## src/rtl/pipeline_hazard_sequencer_pkg.sv

```systemverilog
// Shared definitions for the pipeline hazard sequencer: FSM encoding,
// the RegWrite "no write" code and default parameter values.
package pipeline_hazard_sequencer_pkg;

  typedef enum logic [1:0] {
    RUN       = 2'd0,
    MISS_WAIT = 2'd1,
    RESUME    = 2'd2
  } seq_state_t;

  localparam logic [2:0] REGWRITE_NONE    = 3'b000;
  localparam int         DEF_CNT_W        = 32;
  localparam int         DEF_MISS_TIMEOUT = 1024;

endpackage

```

## src/rtl/pipeline_hazard_sequencer_if.sv

```systemverilog
// Control bundle between the pipeline datapath and the hazard sequencer.
// Miss handshake: a miss is accepted in the cycle MemReqM & CacheMissM is
// seen while running; the pipeline then stays frozen until the cache
// returns a single-cycle CacheReadyM pulse, which is only honoured while a
// miss is outstanding and is otherwise ignored.
interface pipeline_hazard_sequencer_if
  import pipeline_hazard_sequencer_pkg::*;
#(
  parameter int CNT_W = DEF_CNT_W
);

  logic [4:0]       Rs1D;
  logic [4:0]       Rs2D;
  logic [1:0]       RegReadD;
  logic [4:0]       RdE;
  logic [2:0]       RegWriteE;
  logic             MemToRegE;
  logic             JalD;
  logic             JalrE;
  logic             BranchE;
  logic             MemReqM;
  logic             CacheMissM;
  logic             CacheReadyM;
  logic             StallF, StallD, StallE, StallM, StallW;
  logic             FlushF, FlushD, FlushE, FlushM, FlushW;
  logic             MissError;
  logic [CNT_W-1:0] MissCount;
  logic [CNT_W-1:0] StallCycles;

  // Pipeline side: supplies hazard inputs, consumes stage controls.
  modport master (
    output Rs1D, Rs2D, RegReadD, RdE, RegWriteE, MemToRegE,
           JalD, JalrE, BranchE, MemReqM, CacheMissM, CacheReadyM,
    input  StallF, StallD, StallE, StallM, StallW,
           FlushF, FlushD, FlushE, FlushM, FlushW,
           MissError, MissCount, StallCycles
  );

  // Sequencer side.
  modport slave (
    input  Rs1D, Rs2D, RegReadD, RdE, RegWriteE, MemToRegE,
           JalD, JalrE, BranchE, MemReqM, CacheMissM, CacheReadyM,
    output StallF, StallD, StallE, StallM, StallW,
           FlushF, FlushD, FlushE, FlushM, FlushW,
           MissError, MissCount, StallCycles
  );

endinterface

```

## src/rtl/pipeline_hazard_sequencer_hazard_sat_counter.sv

```systemverilog
// Saturating event counter: counts inc cycles, holds at all-ones.
module hazard_sat_counter #(
  parameter int W = 32
) (
  input  logic         clk,
  input  logic         rst_n,
  input  logic         inc,
  output logic [W-1:0] cnt
);

  // Count up on inc, sticking at the maximum value instead of wrapping.
  always_ff @(posedge clk) begin
    if (!rst_n) begin
      cnt <= '0;
    end else if (inc && (cnt != {W{1'b1}})) begin
      cnt <= cnt + W'(1);
    end
  end

endmodule

```

## src/rtl/pipeline_hazard_sequencer.sv

```systemverilog
// Stall/flush sequencer for a 5-stage RV32I pipeline: load-use interlock,
// branch/JAL/JALR redirect flushes and data-cache miss freeze with a
// timeout flag and performance counters.
module pipeline_hazard_sequencer
  import pipeline_hazard_sequencer_pkg::*;
#(
  parameter int CNT_W        = DEF_CNT_W,
  parameter int MISS_TIMEOUT = DEF_MISS_TIMEOUT
) (
  input  logic                          clk,
  input  logic                          rst_n,
  pipeline_hazard_sequencer_if.slave    bus,
  output seq_state_t                    dbg_state
);

  localparam int TMR_W = $clog2(MISS_TIMEOUT + 1);

  seq_state_t       state, state_nxt;
  logic [TMR_W-1:0] timer;
  logic             miss_error;
  logic             miss_hit;
  logic             load_use;
  logic [CNT_W-1:0] miss_cnt;
  logic [CNT_W-1:0] stall_cnt;

  // A new miss is only accepted while running; RESUME ignores CacheMissM
  // so the serviced instruction can leave MEM.
  assign miss_hit = bus.MemReqM & bus.CacheMissM & (state == RUN);

  // EX load writing a register that the ID instruction actually reads.
  assign load_use = bus.MemToRegE
                  & (bus.RegWriteE != REGWRITE_NONE)
                  & (bus.RdE != 5'd0)
                  & ((bus.RegReadD[1] & (bus.Rs1D == bus.RdE))
                   | (bus.RegReadD[0] & (bus.Rs2D == bus.RdE)));

  // FSM state register.
  always_ff @(posedge clk) begin
    if (!rst_n) begin
      state <= RUN;
    end else begin
      state <= state_nxt;
    end
  end

  // Next state and stage controls; miss freeze beats redirects, redirects
  // beat load-use (wrong-path ID/EX), load-use beats a JAL flush in ID.
  always_comb begin
    state_nxt  = state;
    bus.StallF = 1'b0;
    bus.StallD = 1'b0;
    bus.StallE = 1'b0;
    bus.StallM = 1'b0;
    bus.StallW = 1'b0;
    bus.FlushF = 1'b0;
    bus.FlushD = 1'b0;
    bus.FlushE = 1'b0;
    bus.FlushM = 1'b0;
    bus.FlushW = 1'b0;

    case (state)
      RUN:       if (miss_hit) state_nxt = MISS_WAIT;
      MISS_WAIT: if (bus.CacheReadyM) state_nxt = RESUME;
      RESUME:    state_nxt = RUN;
      default:   state_nxt = RUN;
    endcase

    if (!rst_n) begin
      bus.FlushF = 1'b1;
      bus.FlushD = 1'b1;
      bus.FlushE = 1'b1;
      bus.FlushM = 1'b1;
      bus.FlushW = 1'b1;
    end else if ((state == MISS_WAIT) || miss_hit) begin
      bus.StallF = 1'b1;
      bus.StallD = 1'b1;
      bus.StallE = 1'b1;
      bus.StallM = 1'b1;
      bus.FlushW = 1'b1;
    end else if (bus.BranchE || bus.JalrE) begin
      bus.FlushD = 1'b1;
      bus.FlushE = 1'b1;
    end else if (load_use) begin
      bus.StallF = 1'b1;
      bus.StallD = 1'b1;
      bus.FlushE = 1'b1;
    end else if (bus.JalD) begin
      bus.FlushD = 1'b1;
    end
  end

  // Miss timer runs only in MISS_WAIT; the error flag is sticky until reset.
  always_ff @(posedge clk) begin
    if (!rst_n) begin
      timer      <= '0;
      miss_error <= 1'b0;
    end else if (state == MISS_WAIT) begin
      if (timer != TMR_W'(MISS_TIMEOUT)) timer <= timer + TMR_W'(1);
      if (timer == TMR_W'(MISS_TIMEOUT - 1)) miss_error <= 1'b1;
    end else begin
      timer <= '0;
    end
  end

  hazard_sat_counter #(.W(CNT_W)) u_miss_cnt (
    .clk   (clk),
    .rst_n (rst_n),
    .inc   (miss_hit),
    .cnt   (miss_cnt)
  );

  hazard_sat_counter #(.W(CNT_W)) u_stall_cnt (
    .clk   (clk),
    .rst_n (rst_n),
    .inc   (bus.StallF),
    .cnt   (stall_cnt)
  );

  assign bus.MissError   = miss_error;
  assign bus.MissCount   = miss_cnt;
  assign bus.StallCycles = stall_cnt;
  assign dbg_state       = state;

endmodule

```

## src/flat_wrapper.sv

```systemverilog
// flat-port wrapper written by rule: the top's interface ports become plain ports
module pipeline_hazard_sequencer_flat import pipeline_hazard_sequencer_pkg::*;
#(
  parameter int CNT_W        = DEF_CNT_W,
  parameter int MISS_TIMEOUT = DEF_MISS_TIMEOUT
)
  (clk, rst_n, dbg_state, bus_Rs1D, bus_Rs2D, bus_RegReadD, bus_RdE, bus_RegWriteE, bus_MemToRegE, bus_JalD, bus_JalrE, bus_BranchE, bus_MemReqM, bus_CacheMissM, bus_CacheReadyM, bus_StallF, bus_StallD, bus_StallE, bus_StallM, bus_StallW, bus_FlushF, bus_FlushD, bus_FlushE, bus_FlushM, bus_FlushW, bus_MissError, bus_MissCount, bus_StallCycles);
  pipeline_hazard_sequencer_if #(.CNT_W(CNT_W)) bus_i ();
  input  logic clk;
  input  logic rst_n;
  output seq_state_t dbg_state;
  input wire logic [$bits(bus_i.Rs1D)-1:0] bus_Rs1D;
  input wire logic [$bits(bus_i.Rs2D)-1:0] bus_Rs2D;
  input wire logic [$bits(bus_i.RegReadD)-1:0] bus_RegReadD;
  input wire logic [$bits(bus_i.RdE)-1:0] bus_RdE;
  input wire logic [$bits(bus_i.RegWriteE)-1:0] bus_RegWriteE;
  input wire logic [$bits(bus_i.MemToRegE)-1:0] bus_MemToRegE;
  input wire logic [$bits(bus_i.JalD)-1:0] bus_JalD;
  input wire logic [$bits(bus_i.JalrE)-1:0] bus_JalrE;
  input wire logic [$bits(bus_i.BranchE)-1:0] bus_BranchE;
  input wire logic [$bits(bus_i.MemReqM)-1:0] bus_MemReqM;
  input wire logic [$bits(bus_i.CacheMissM)-1:0] bus_CacheMissM;
  input wire logic [$bits(bus_i.CacheReadyM)-1:0] bus_CacheReadyM;
  output wire logic [$bits(bus_i.StallF)-1:0] bus_StallF;
  output wire logic [$bits(bus_i.StallD)-1:0] bus_StallD;
  output wire logic [$bits(bus_i.StallE)-1:0] bus_StallE;
  output wire logic [$bits(bus_i.StallM)-1:0] bus_StallM;
  output wire logic [$bits(bus_i.StallW)-1:0] bus_StallW;
  output wire logic [$bits(bus_i.FlushF)-1:0] bus_FlushF;
  output wire logic [$bits(bus_i.FlushD)-1:0] bus_FlushD;
  output wire logic [$bits(bus_i.FlushE)-1:0] bus_FlushE;
  output wire logic [$bits(bus_i.FlushM)-1:0] bus_FlushM;
  output wire logic [$bits(bus_i.FlushW)-1:0] bus_FlushW;
  output wire logic [$bits(bus_i.MissError)-1:0] bus_MissError;
  output wire logic [$bits(bus_i.MissCount)-1:0] bus_MissCount;
  output wire logic [$bits(bus_i.StallCycles)-1:0] bus_StallCycles;
  assign bus_i.Rs1D = bus_Rs1D;
  assign bus_i.Rs2D = bus_Rs2D;
  assign bus_i.RegReadD = bus_RegReadD;
  assign bus_i.RdE = bus_RdE;
  assign bus_i.RegWriteE = bus_RegWriteE;
  assign bus_i.MemToRegE = bus_MemToRegE;
  assign bus_i.JalD = bus_JalD;
  assign bus_i.JalrE = bus_JalrE;
  assign bus_i.BranchE = bus_BranchE;
  assign bus_i.MemReqM = bus_MemReqM;
  assign bus_i.CacheMissM = bus_CacheMissM;
  assign bus_i.CacheReadyM = bus_CacheReadyM;
  assign bus_StallF = bus_i.StallF;
  assign bus_StallD = bus_i.StallD;
  assign bus_StallE = bus_i.StallE;
  assign bus_StallM = bus_i.StallM;
  assign bus_StallW = bus_i.StallW;
  assign bus_FlushF = bus_i.FlushF;
  assign bus_FlushD = bus_i.FlushD;
  assign bus_FlushE = bus_i.FlushE;
  assign bus_FlushM = bus_i.FlushM;
  assign bus_FlushW = bus_i.FlushW;
  assign bus_MissError = bus_i.MissError;
  assign bus_MissCount = bus_i.MissCount;
  assign bus_StallCycles = bus_i.StallCycles;
  pipeline_hazard_sequencer #(.CNT_W(CNT_W), .MISS_TIMEOUT(MISS_TIMEOUT)) u_core (.clk(clk), .rst_n(rst_n), .bus(bus_i), .dbg_state(dbg_state));
endmodule
```

## config.mk

```make
export PLATFORM = sky130hd
export DESIGN_NAME = pipeline_hazard_sequencer_flat
export DESIGN_NICKNAME = d
export VERILOG_FILES = /design/src/rtl/pipeline_hazard_sequencer_pkg.sv /design/src/rtl/pipeline_hazard_sequencer_if.sv /design/src/rtl/pipeline_hazard_sequencer_hazard_sat_counter.sv /design/src/rtl/pipeline_hazard_sequencer.sv /design/src/flat_wrapper.sv
export SDC_FILE = /design/constraint.sdc
export NUM_CORES = 1
export LEC_CHECK = 0
export ABC_AREA = 1
export BUFFER_PORTS_ARGS = -buffer_cell sky130_fd_sc_hd__buf_2
export CAP_MARGIN = 20
export CORE_MARGIN = 8
export CORE_UTILIZATION = 55
export CTS_CLUSTER_DIAMETER = 40
export DETAILED_ROUTE_END_ITERATION = 12
export PLACE_DENSITY = 0.87
export SLEW_MARGIN = 5
export SYNTH_ARGS = -nofsm -noshare
export SYNTH_HDL_FRONTEND = slang
export SYNTH_SLANG_ARGS = --single-unit
```

## constraint.sdc

```tcl
create_clock -name clk -period 6.85 [get_ports clk]
set_clock_uncertainty 0.1 [all_clocks]
set_input_delay 2.055 -clock clk [delete_from_list [all_inputs] [get_ports clk]]
set_output_delay 2.055 -clock clk [all_outputs]
set_load 0.005 [all_outputs]
```

-- After elaboration in Yosys (flattened, before gate mapping)
Index checks and enable logic that the tools add are counted.
- flip-flop bits (word level): 78
- input port bits: 29
- output and inout port bits: 77
- eq/ne operators: 9
- add/subtract/negate cells: 3
- mux-type cells: 19
- bitwise gates (word level): 8
- reduce and logical (&&, ||, !) cells: 10
- operator list (operator ; number):
    $add 32x1->32 const B ; 2
    $ne 32x32->1 const B ; 2
    $mux 1 ; 16
    $add 11x1->11 const B ; 1
    $eq 11x10->1 const B ; 1
    $ne 11x11->1 const B ; 1
    $eq 5x5->1 ; 2
    $and 1x1->1 ; 7
    $reduce_and 2->1 ; 3
    $reduce_bool 5->1 ; 1
    $mux 2 ; 2
    $pmux 2 s2 ; 1
    $reduce_bool 3->1 ; 1
    $eq 2x1->1 const B ; 1
    $logic_and 1x1->1 ; 2
    $logic_not 2->1 ; 1
    $logic_or 1x1->1 ; 2
    $ne 2x1->1 const B ; 1
    $ne 2x2->1 const B ; 1
    $or 1x1->1 ; 1

-- Longest topological paths before layout
- depth after elaboration: 9
- depth in mapped cells: 12
- mapped depth without buffers: 12

-- Modules after synthesis
A second synthesis with hierarchy kept.
- cells, all modules: 809
- area total of the unflattened synthesis: 4810.9 µm²
- by module, submodules not included (module ; instances ; sequential area each (µm²) ; cells an instance ; area an instance (µm²)):
    hazard_sat_counter ; 2 ; 640.6 ; 324 ; 1911.8
    pipeline_hazard_sequencer ; 1 ; 280.3 ; 161 ; 987.2

-- Least setup slack after synthesis
Ideal clock, no wire load.
- path kind: input to output
- start: input rst_n
- end: output bus_StallF
- arrival: 3.094 ns
- stages on the path: 8
- path slack: 1.601 ns
- buffers on the path: 4
- data required time: 4.695 ns
- path through: buf_2 -> inv_1 -> buf_2 -> nor2_2 -> inv_1 -> nand2_2 -> buf_2 -> buf_4
- word-level cells in the longest chain between the ends: 1
- ends and longest elaborated chain (what ; line ; source):
    from (decl) ; flat_wrapper.sv:10 ; input logic rst_n;
    $mux 1 ; n/a ;
    to (decl) ; flat_wrapper.sv:24 ; output wire logic [$bits(bus_i.StallF)-1:0] bus_StallF;
No other way between the ends.

-- Worst setup path in the final report
- start: input rst_n
- end: output bus_FlushD
- word-level cells in the longest chain between the ends: 1
- ends and longest elaborated chain (what ; line ; source):
    $mux 1 ; pipeline_hazard_sequencer.sv:68 ; if (!rst_n) begin
    to (decl) ; flat_wrapper.sv:30 ; output wire logic [$bits(bus_i.FlushD)-1:0] bus_FlushD;
No other way between the ends.

==> flow_metrics.py <==
metrics = {
    "detailed_routing": {
        "wl_per_cell_um": 12.7,
        "vias_per_cell": 5.18,
        "antenna_left": 0,
        "drt_iter0_markers": 281,
        "drcViolationCount": 0,
        "wirelength_um": 12300,
        "firstDrtPassIters": 5,
        "vias": 5037,
    },
    "worst_setup_path": {
        "critPathArrivalTime_ns": 3.42,
        "crit_type": "in2out",
        "required_ns": 4.70,
        "r2r_slack_ns": 4.29,
        "critPathMaxFanout": 24,
        "r2r_start": "u_core.u_miss_cnt.cnt[0]$_SDFFE_PN0P_",
        "start_kind": "primary input",
        "reg2reg_depth": 10,
        "end_kind": "output port",
        "rr_endpoint": "u_core.u_miss_cnt.cnt[28]$_SDFFE_PN0P_",
    },
    "clocking": {
        "worstSkewPairLatency_ns": 0.36,
        "clk_pin_slew_ns": 0.07,
        "hold_buffers": 0,
        "cts.path.max_buffers": 2,
        "htreeDepth": 3,
        "post_cts_buffers": 0,
        "cts_tree": "done",
        "numCtsBuffers": 9,
        "cts-resized-gates": 0,
        "cts_root_buf": "clkbuf_8",
        "cts_sinks": 78,
    },
    "run_status": {
        "status": "complete, no violations",
    },
    "sta": {
        "hold_viol": 0,
        "fin_crit_ns": 5.57,
        "finalSetupTns_ns": 0,
        "setup_viol": 0,
        "worst_hold_slack_ns": 0.346,
        "relSlewSlack_pct": 39.6,
        "timing.fmax_ghz": 0.179,
        "finalCritPeriodShare_pct": 81.4,
        "maxSlewViolCount": 0,
        "rsz0062_at_grt": "false",
        "worstMarginPinSlew_ns": 0.903,
    },
    "global_route": {
        "antenna_found_initial": 0,
        "grt.overflow.total": 0,
        "grtUsageTotal_pct": 20.6,
        "grt_pass1_wl_um": 20200,
        "grt_pass1_vias": 4530,
        "grt_max_degree": 47,
    },
    "finish": {
        "utilization_pct": 63.8,
        "area_growth_pct": 13.9,
        "fin_area_um2": 5510,
        "final_layout_size_suffix_gt1_share_pct": 17.3,
        "diodes": 0,
        "fin_nets": 895,
    },
    "hold_path": {
        "min_path_cells": 2,
        "min_to": "u_core.bus.MissError$_SDFFE_PN0P_",
        "min-delay-path-class": "reg2reg",
        "hold_path_startpoint": "u_core.bus.MissError$_SDFFE_PN0P_",
    },
    "synth": {
        "syn_nets": 802,
        "synth_seq_cells": 78,
        "netlist_area_um2": 4840,
        "synth_edf_count": 0,
        "yosysWarnings": 0,
        "synthArstFlopShare_pct": 0,
        "synth_most_common_cell": "nand2_1",
        "ys_types": 33,
        "synth-seq-area-share_pct": 32.3,
        "avgSynthCellArea_um2": 6.29,
        "ys_top_cells_by_count": "217 x nand2_1, 122 x nor2_1, 82 x inv_1",
        "ys.flop_type": "dfxtp_1",
        "synth.area.top_cells": "dfxtp_1 32%, nand2_1 17%, nor2_1 9.5%, inv_1 6.4%, nand3_1 5.8%",
        "synth_cells": 769,
        "synth_top_area_share_pct": 32.3,
        "yosysTopAreaCell": "dfxtp_1",
    },
    "floorplan": {
        "die_h_um": 110,
        "initial_core_util_pct": 56.0,
        "die_w_um": 110,
        "ios": 106,
        "core_area_um2": 8640,
        "placementRows": 34,
        "design.die.area_um2": 12100,
    },
    "placed_design": {
        "placed_area_um2": 5350,
        "dpl.hpwl_um": 9400,
        "gp_congestion": 0.922,
        "port-buffer-count": 104,
    },
    "flow_run": {
        "drv_cap": 0,
    },
    "pwr": {
        "ir_worst_vdd_uv": 99.4,
        "cellLeakagePower_uw": 0.00245,
        "powerDensity_nw_per_um2": 149,
    },
}
cells by family after synthesis:
logic type,after synthesis,share of synthesized area (%)
other,1,0.0775
XOR/XNOR,30,5.43
AND/OR/NAND/NOR,479,43.6
flip-flops,78,32.3
adder cells (fa/ha/maj),4,1.03
AO/OA/AOI/OAI,69,7.84
buffers and inverters,108,9.78
layer usage:
layer  routed length [µm]  up-vias  GRT usage, %
met1                 5380     2232          24.8
met4                  201        0          8.00
met5                    0        -             0
met3                  961       19          4.92
li1                     -     2632             -
met2                 5800      154          34.5
how the worst max path moves through the flow:
| stage | from | endpoint | depth (start not counted) |
|---|---|---|---|
| floorplan | rst_n | bus_StallF | 8 |
| global placement | rst_n | bus_FlushD | 7 |
| detailed placement | rst_n | bus_FlushD | 7 |
| CTS | rst_n | bus_FlushD | 7 |
| global route | rst_n | bus_FlushD | 7 |
| finish | rst_n | bus_FlushD | 7 |
placed cells by master, fill, tap and decap left out, drive strengths merged, types with 4 or more instances in the layout:
cell / Yosys / final
nand3: 60 / 60
clkbuf: 5 / 12
buf: 20 / 107
ha: 4 / 4
inv: 83 / 82
a21oi: 59 / 59
nand2: 227 / 227
xor2: 21 / 21
nand4: 19 / 19
xnor2: 9 / 9
nor3: 28 / 28
nor3b: 4 / 4
nand3b: 7 / 7
dfxtp: 78 / 78
nor2: 130 / 130
o21ai: 7 / 7
area by class of cell:
| class | count | area, µm² |
|---|---|---|
| Clock buffer | 12 | 145 |
| Timing Repair Buffer | 107 | 543 |
| Sequential cell | 78 | 1560 |
| Inverter | 83 | 312 |
| Multi-Input combinational cell | 583 | 2800 |
| Clock inverter | 2 | 10.0 |
| Tap cell | 108 | 135 |
| Fill cell | 813 | 3130 |
per-stage QoR:
stage / total power (µW) / setup WS, ns / cells
3_3_place_gp: 535 / 1.30 / 959
2_1_floorplan: 516 / 1.60 / 769
6_report: 820 / 1.28 / 973
5_1_grt: 858 / 1.13 / 973
3_5_place_dp: 536 / 1.28 / 959
4_1_cts: 828 / 1.24 / 973
state kept, by name, summed over array words and instances (netlist names):
register / flops
u_core.dbg_state: 2
u_core.bus.MissError: 1
u_core.u_stall_cnt.cnt: 32
u_core.timer: 11
u_core.u_miss_cnt.cnt: 32
worst max-delay path, cell delays in order:
cell and delay, ns:
buf_2 0.38, clkinv_1 0.22, nor3_1 0.29, nand3_1 0.14
nand2_2 0.14, a21oi_1 0.06, buf_2 0.14
where the power goes:
| part | internal (µW) | leakage, µW | switching (µW) |
|---|---|---|---|
| registers | 456 | 0.000629 | 4.46 |
| clock network | 137 | 0.0000821 | 158 |
| logic | 22.3 | 0.00174 | 42.6 |
| total | 615 | 0.00245 | 205 |
Power figures use the tool's default switching activity.
